$ cat src/rtl/gbsha_fir_mac.sv
// N-tap signed FIR filter sharing one multiplier across taps. Coefficients are
// loaded serially through the sample port; outputs are shifted and saturated.
module gbsha_fir_mac #(
  parameter int N_TAPS = 4,
  parameter int BW_in  = 6,
  parameter int BW_out = 8,
  parameter int SHIFT  = 0
) (
  input  logic                     clk,
  input  logic                     reset_n,
  input  logic                     load,
  input  logic                     in_valid,
  output logic                     in_ready,
  input  logic signed [BW_in-1:0]  x_in,
  output logic signed [BW_out-1:0] y_out,
  output logic                     y_valid,
  output logic                     loaded
);

  localparam int BW_acc = 2*BW_in + $clog2(N_TAPS) + 1;
  localparam int IDX_W  = (N_TAPS > 1) ? $clog2(N_TAPS) : 1;
  localparam logic [IDX_W-1:0] LAST_IDX = IDX_W'(N_TAPS - 1);

  localparam logic signed [BW_acc-1:0] SAT_MAX = BW_acc'((2**(BW_out-1)) - 1);
  localparam logic signed [BW_acc-1:0] SAT_MIN = BW_acc'(-(2**(BW_out-1)));

  localparam logic [1:0] ST_LOAD = 2'd0;
  localparam logic [1:0] ST_IDLE = 2'd1;
  localparam logic [1:0] ST_MAC  = 2'd2;
  localparam logic [1:0] ST_OUT  = 2'd3;

  logic [1:0]                 state_reg, state_next;
  logic [IDX_W-1:0]           idx_reg, idx_next;
  logic signed [BW_acc-1:0]   acc_reg, acc_next;
  logic signed [BW_out-1:0]   y_out_reg, y_out_next;

  logic signed [BW_in-1:0]    coef_reg   [N_TAPS];
  logic signed [BW_in-1:0]    x_reg      [N_TAPS];
  logic signed [BW_in-1:0]    x_shift_in [N_TAPS];

  logic                       accept;
  logic                       coef_we;
  logic                       x_shift;
  logic                       x_clear;
  logic signed [2*BW_in-1:0]  prod;
  logic signed [BW_acc-1:0]   acc_sum;
  logic signed [BW_acc-1:0]   acc_shifted;
  logic signed [BW_out-1:0]   sat_val;

  assign in_ready = reset_n && !load && (state_reg == ST_LOAD || state_reg == ST_IDLE);
  assign accept   = in_valid && in_ready;
  assign loaded   = (state_reg != ST_LOAD);
  assign y_valid  = (state_reg == ST_OUT);
  assign y_out    = y_out_reg;

  // Tap 0 takes the new sample, every other tap takes its older neighbour.
  generate
    for (genvar gi = 0; gi < N_TAPS; gi++) begin : g_shift
      if (gi == 0) begin : g_head
        assign x_shift_in[gi] = x_in;
      end else begin : g_tail
        assign x_shift_in[gi] = x_reg[gi-1];
      end
    end
  endgenerate

  assign prod        = x_reg[idx_reg] * coef_reg[idx_reg];
  assign acc_sum     = acc_reg + {{(BW_acc-2*BW_in){prod[2*BW_in-1]}}, prod};
  assign acc_shifted = acc_sum >>> SHIFT;

  always_comb begin
    sat_val = acc_shifted[BW_out-1:0];
    if (acc_shifted > SAT_MAX) begin
      sat_val = SAT_MAX[BW_out-1:0];
    end else if (acc_shifted < SAT_MIN) begin
      sat_val = SAT_MIN[BW_out-1:0];
    end
  end

  // The result register is written on the last MAC edge so that y_out is
  // already valid during the cycle in which y_valid is high.
  always_comb begin
    state_next = state_reg;
    idx_next   = idx_reg;
    acc_next   = acc_reg;
    y_out_next = y_out_reg;
    coef_we    = 1'b0;
    x_shift    = 1'b0;
    x_clear    = 1'b0;
    if (load) begin
      state_next = ST_LOAD;
      idx_next   = '0;
      acc_next   = '0;
      x_clear    = 1'b1;
    end else begin
      case (state_reg)
        ST_LOAD: begin
          if (accept) begin
            coef_we = 1'b1;
            if (idx_reg == LAST_IDX) begin
              state_next = ST_IDLE;
              idx_next   = '0;
            end else begin
              idx_next = idx_reg + IDX_W'(1);
            end
          end
        end
        ST_IDLE: begin
          if (accept) begin
            x_shift    = 1'b1;
            acc_next   = '0;
            idx_next   = '0;
            state_next = ST_MAC;
          end
        end
        ST_MAC: begin
          acc_next = acc_sum;
          if (idx_reg == LAST_IDX) begin
            idx_next   = '0;
            y_out_next = sat_val;
            state_next = ST_OUT;
          end else begin
            idx_next = idx_reg + IDX_W'(1);
          end
        end
        default: begin
          state_next = ST_IDLE;
        end
      endcase
    end
  end

  always_ff @(posedge clk or negedge reset_n) begin
    if (!reset_n) begin
      state_reg <= ST_LOAD;
      idx_reg   <= '0;
      acc_reg   <= '0;
      y_out_reg <= '0;
    end else begin
      state_reg <= state_next;
      idx_reg   <= idx_next;
      acc_reg   <= acc_next;
      y_out_reg <= y_out_next;
    end
  end

  always_ff @(posedge clk or negedge reset_n) begin
    if (!reset_n) begin
      for (int i = 0; i < N_TAPS; i++) begin
        x_reg[i]    <= '0;
        coef_reg[i] <= '0;
      end
    end else begin
      for (int i = 0; i < N_TAPS; i++) begin
        if (x_clear) begin
          x_reg[i] <= '0;
        end else if (x_shift) begin
          x_reg[i] <= x_shift_in[i];
        end
        if (coef_we && idx_reg == IDX_W'(i)) begin
          coef_reg[i] <= x_in;
        end
      end
    end
  end

endmodule

$ cat config.mk
export PLATFORM = sky130hd
export DESIGN_NAME = gbsha_fir_mac
export DESIGN_NICKNAME = d
export VERILOG_FILES = /design/src/rtl/gbsha_fir_mac.sv
export SDC_FILE = /design/constraint.sdc
export NUM_CORES = 1
export LEC_CHECK = 0
export BUFFER_PORTS_ARGS = -buffer_cell sky130_fd_sc_hd__clkbuf_2
export CORE_MARGIN = 4
export CORE_UTILIZATION = 42
export CTS_BUF_LIST = sky130_fd_sc_hd__clkbuf_2 sky130_fd_sc_hd__clkbuf_4 sky130_fd_sc_hd__clkbuf_8
export CTS_CLUSTER_DIAMETER = 50
export DETAILED_ROUTE_END_ITERATION = 10
export GPL_TIMING_DRIVEN = 0
export SYNTH_ARGS = -nofsm -noshare
export SYNTH_HDL_FRONTEND = slang
export SYNTH_SLANG_ARGS = --single-unit
$ cat constraint.sdc
create_clock -name clk -period 14.7 [get_ports clk]
set_input_delay 2.94 -clock clk [delete_from_list [all_inputs] [get_ports clk]]
set_output_delay 2.94 -clock clk [all_outputs]
set_load 0.02 [all_outputs]
Word level (Yosys, flattened, before mapping). Cells that the tools add are included.

Register bits after elaboration: 75. Output and inout port bits: 11.

Add/subtract/negate cells: 2. Multiply operators: 1. Magnitude comparators: 3. Eq/ne operators: 10. Mux-type cells: 36. Bitwise operators: 2. Reduce and logical (&&, ||, !) cells: 19.

Operators by type and width (count): two-way mux 6 bit (12); two-way mux 15 bit (2); case mux 15 bit (2 select lines) (1); binary-select mux 6 bit (select 2 bit) (2); two-way mux 2 bit (9); two-way mux 8 bit (2); adder 15 bit (1); > comparator 15 x 8 -> 1 bit (second input constant) (1); less-than comparator 15 x 8 -> 1 bit (second input constant) (1); multiplier 6 x 6 -> 12 bit (1); case mux 2 bit (3 select lines) (2); != test 3 bit (second input constant) (3); equality test 2 bit (second input constant) (4); logical AND 1 bit (7); two-way mux 1 bit (6); AND reduction 3 bit (2); equality test 2 x 1 -> 1 bit (second input constant) (2); zero test 2 bit (2); AND reduction 4 bit (1); nonzero test 2 bit (2); nonzero test 4 bit (1); greater-or-equal comparator 3 bit (second input constant) (1); != test 3 x 2 -> 1 bit (second input constant) (1); inverter 2 -> 3 bit (1); other kinds (6) (6).

Depth between registers and ports, before layout.
Depth in word-level cells: 9. Depth in mapped cells: 25.

Least setup slack after synthesis. Ideal clock, no wire load.

Path type: reg-to-reg. From: reg idx_reg[0]. To: reg y_out_reg[0] (netlist: y_out[0]). Arrival: 6611 ps. Setup slack: 7949 ps. Cell stages (with the launch flop): 25. Path buffers: 2. Period minus slack after synthesis: 6751 ps. Cells stage by stage: dfrtp_1 -> clkbuf_1 -> buf_2 -> mux4_2 -> and2_1 -> fa_1 -> inv_1 -> fa_1 -> inv_1 -> fa_1 -> fa_1 -> ha_1 -> a21oi_2 -> o2111ai_1 -> o31a_2 -> xnor2_2 -> ha_1 -> o21ai_0 -> a21oi_1 -> a22oi_1 -> o21ai_0 -> xor2_1 -> nand2b_1 -> nor4_4 -> o32ai_1.

Longest elaborated chain between the ends: 9.

Ends and longest elaborated chain: start: declaration (line 33) `logic [IDX_W-1:0] idx_reg, idx_next;`; start signal: assignment (line 141) `idx_reg <= idx_next;`; inverter 2 -> 3 bit (implied by the code) (line 67) `assign prod = x_reg[idx_reg] * coef_reg[idx_reg];`; binary-select mux 6 bit (select 2 bit) (line 67); two-way mux 6 bit (implied by the code) (2 in a row) (line 67); multiplier 6 x 6 -> 12 bit (line 67); adder 15 bit (line 68) `assign acc_sum = acc_reg + {{(BW_acc-2*BW_in){prod[2*BW_in-1]}}, prod};`; less-than comparator 15 x 8 -> 1 bit (line 75) `end else if (acc_shifted < SAT_MIN) begin`; two-way mux 8 bit (line 75); two-way mux 8 bit (line 73) `if (acc_shifted > SAT_MAX) begin`; end signal: assignment (line 143) `y_out_reg <= y_out_next;`; end: declaration (line 35) `logic signed [BW_out-1:0] y_out_reg, y_out_next;`.

Parallel ways exist; a longest one is shown, timed or not. The select of a mux whose other input is x is not followed. A chain may end at the register's enable or synchronous reset.

Worst setup path in the final report. Same ends and word-level chain as after synthesis.

==> flow_summary.json <==
{
  "status": "finished clean",
  "antenna_found_initial": 0,
  "grtUsageTotal_pct": 17.1,
  "cp_slowest_cell": "mux4_2",
  "die-area_sq_um": 14900,
  "port-buffer-count": 20,
  "worstMarginPinSlew_ns": 0.959,
  "die_h_microns": 122,
  "slew_headroom_pct": 36.1,
  "cts_hold_buf": 0,
  "holdPathStages": 2,
  "initial_core_util_pct": 43.0,
  "clockBufferDepth": 2,
  "synth_top_area_share_pct": 34.5,
  "worstSetupEndpointType": "flop",
  "synth_area_per_cell_sq_um": 10.7,
  "place_inst": 702,
  "worstSetupStartpointType": "flop",
  "post-synth-top-area-cell": "dfrtp_1",
  "drc": 0,
  "htree_levels": 3,
  "rr_worst_depth": 24,
  "synthCells": 509,
  "yosysUniqueCellTypes": 51,
  "whs_ns": 0.492,
  "vias": 3781,
  "seq_area_frac_synth_pct": 34.5,
  "drtAntennaViolNets": 0,
  "fin_worst_skew_ns": 0.00807,
  "ys_top_cells_by_area": "dfrtp_1 34%, fa_1 9.9%, ha_1 9.9%",
  "busiest_layer": "met2",
  "viasPerCell": 5.27,
  "min_to": "x_reg[1]$_DFFE_PN0P_",
  "fin_nets": 621,
  "first_iter_violations": 131,
  "cts_resized": 0,
  "ys_ff_latch": 75,
  "grt_max_degree": 46,
  "hold_viol": 0,
  "maxCapViolCount": 0,
  "wl_per_cell_microns": 16.1,
  "regToRegSetupSlack_ns": 7.08,
  "setup_violations": 0,
  "cp_max_fo": 10,
  "layout-drive-gt1-share_pct": 17.6,
  "cts_sinks": 75,
  "clk_pin_slew_ns": 0.08,
  "ys_warn_count": 0,
  "area_growth_pct": 9.90,
  "period_minus_slack_ns": 7.62,
  "grt_pass1_vias": 3934,
  "postRouteWirelength_microns": 11600,
  "core-area_sq_um": 12700,
  "period_share_pct": 51.9,
  "r2r-end": "y_out[0]$_DFFE_PN0P_",
  "crit_top_cell": "fa_1",
  "place.gp.congestion": 0.787,
  "grt_use_met1_pct": 22.4,
  "slew_violations": 0,
  "r2r-start": "idx_reg[0]$_DFFE_PN0P_",
  "tns_ns": 0,
  "cp_top_family": "adder cells",
  "ioPinCount": 21,
  "worstSetupPathType": "flop to flop",
  "grt_pass1_wl_microns": 19900,
  "overflow": 0,
  "synth_area_sq_um": 5450,
  "num_antenna_cells": 0,
  "synthArstFlopShare_pct": 100,
  "cts_buffers": 9,
  "layoutNonFillerInstCount": 718,
  "firstDrtPassIters": 4,
  "clk_latency_ns": 0.35,
  "die_x_microns": 122,
  "hold_path.class": "flop to flop",
  "cts_setup_buffers": 0,
  "arrival_ns": 7.83,
  "grtUsageMet2_pct": 29.6,
  "dp.final_hpwl_microns": 8820,
  "gr-usage-met3_pct": 2.60,
  "grt_setup_unrepaired": "no",
  "rows": 41,
  "fmax_mhz": 131,
  "synth_nets": 589,
  "path_cells": "clkbuf_1, buf_2, mux4_2, and2_1, fa_1, inv_1, fa_1, inv_1, fa_1, fa_1, ha_1, a21oi_2, o2111ai_1, o31a_2, xnor2_2, ha_1, o21ai_0, a21oi_1, a22oi_1, o21ai_0, xor2_1, nand2b_1, nor4_4, o32ai_1",
  "synth-edff-count": 0,
  "cts_tree": "done",
  "synthFlopType": "dfrtp_1",
  "worstPathRequired_ns": 14.91,
  "cts-root-buf": "clkbuf_8",
  "path_buf_inv": 4,
  "slowest_delay_ns": 0.63,
  "min_from": "x_reg[1]$_DFFE_PN0P_"
}
==> through the flow <==
stage                     setup slack, ns  area [sq um]  utilization [%]
after global routing                 6.60          5990             47.2
after global placement               6.88          5760             45.5
after CTS                            7.01          5990             47.2
final                                7.08          5990             47.2
after detailed placement             7.01          5790             45.7
after floorplan                      7.95          5450                -
==> cell usage in the layout, fill, tap and decap left out, drive strengths merged, types with 2 or more instances in the layout <==
master    count
o211ai        2
fa           27
or2           2
nand4         2
nor2         16
inv          37
clkbuf       43
nand3         4
or3           2
a21oi        15
buf           2
clkinvlp      2
o21bai        3
a22o         10
nor2b         4
a211oi        2
nand2        46
nand2b       32
nor3          5
o32ai         7
a21o          4
mux4         12
xor2          8
dfrtp        75
clkinv        2
o22ai         2
and2         28
xnor2        18
ha           43
o21ai        50
mux2         26
==> logic make-up (layout without fill, tap and decap cells) <==
group | after synthesis | count (layout) | synth area share, %
simple gates | 146 | 146 | 14.3
compound gates | 104 | 104 | 12.9
flops | 75 | 75 | 34.5
fa+ha+maj | 70 | 70 | 19.8
buf+inv | 50 | 87 | 3.47
mux | 38 | 38 | 10.3
xor+xnor | 26 | 26 | 4.73
==> layer usage <==
layer  share of wire, %  vias up  wire length (microns)
met1                 46     1914                   5320
met5                  0        -                      0
met3                2.1        7                    248
met4               0.98        0                    113
li1                   -     1828                      -
met2                 51       32                   5910
==> final cells by class <==
| class | count | area [sq um] |
|---|---|---|
| Sequential cell | 75 | 1880 |
| Buffer | 14 | 53.8 |
| Timing Repair Buffer | 21 | 123 |
| Inverter | 36 | 135 |
| Clock buffer | 10 | 138 |
| Fill cell | 1211 | 6680 |
| Clock inverter | 6 | 63.8 |
| Tap cell | 172 | 215 |
| Multi-Input combinational cell | 384 | 3380 |
==> worst reg2reg max path, cell delays in order (launching register included) <==
cell       delay [ns]
dfrtp_1          0.38
clkbuf_1         0.36
buf_2            0.44
mux4_2           0.63
and2_1           0.24
fa_1             0.54
inv_1            0.05
fa_1             0.47
inv_1            0.05
fa_1             0.55
fa_1             0.46
ha_1             0.33
a21oi_2          0.15
o2111ai_1        0.19
o31a_2           0.34
xnor2_2          0.35
ha_1             0.35
o21ai_0          0.24
a21oi_1          0.13
a22oi_1          0.14
o21ai_0          0.14
xor2_1           0.20
nand2b_1         0.20
nor4_4           0.38
o32ai_1          0.17
==> cells in the mapped netlist, types with 3 or more instances <==
cell type / n
nor2_1: 16
xnor2_2: 3
a21oi_1: 12
o32ai_1: 7
nor2b_1: 4
nand3_1: 4
o21bai_1: 3
nand2_1: 46
a22o_1: 10
a21o_1: 4
o21ai_0: 46
mux4_2: 12
nor3_1: 4
dfrtp_1: 75
nand2b_1: 32
inv_1: 36
clkbuf_1: 13
xor2_1: 7
mux2_2: 26
a21oi_2: 3
o21ai_1: 3
ha_1: 43
xnor2_1: 15
fa_1: 27
and2_1: 28
==> worst max-delay path by stage <==
| stage | startpoint | to | slack [ns] | cells after the start |
|---|---|---|---|---|
| 6_report | idx_reg[0]$_DFFE_PN0P_ | y_out[0]$_DFFE_PN0P_ | 7.08 | 24 |
| 3_5_place_dp | idx_reg[0]$_DFFE_PN0P_ | y_out[6]$_DFFE_PN0P_ | 7.01 | 24 |
| 2_1_floorplan | idx_reg[0]$_DFFE_PN0P_ | y_out[0]$_DFFE_PN0P_ | 7.95 | 24 |
| 5_1_grt | idx_reg[0]$_DFFE_PN0P_ | y_out[6]$_DFFE_PN0P_ | 6.60 | 24 |
| 4_1_cts | idx_reg[0]$_DFFE_PN0P_ | y_out[6]$_DFFE_PN0P_ | 7.01 | 24 |
| 3_3_place_gp | reset_n | in_ready | 6.88 | 3 |
Power is not shown: default switching activity piles up to over one toggle a cycle in this logic, so the estimate is an artifact.
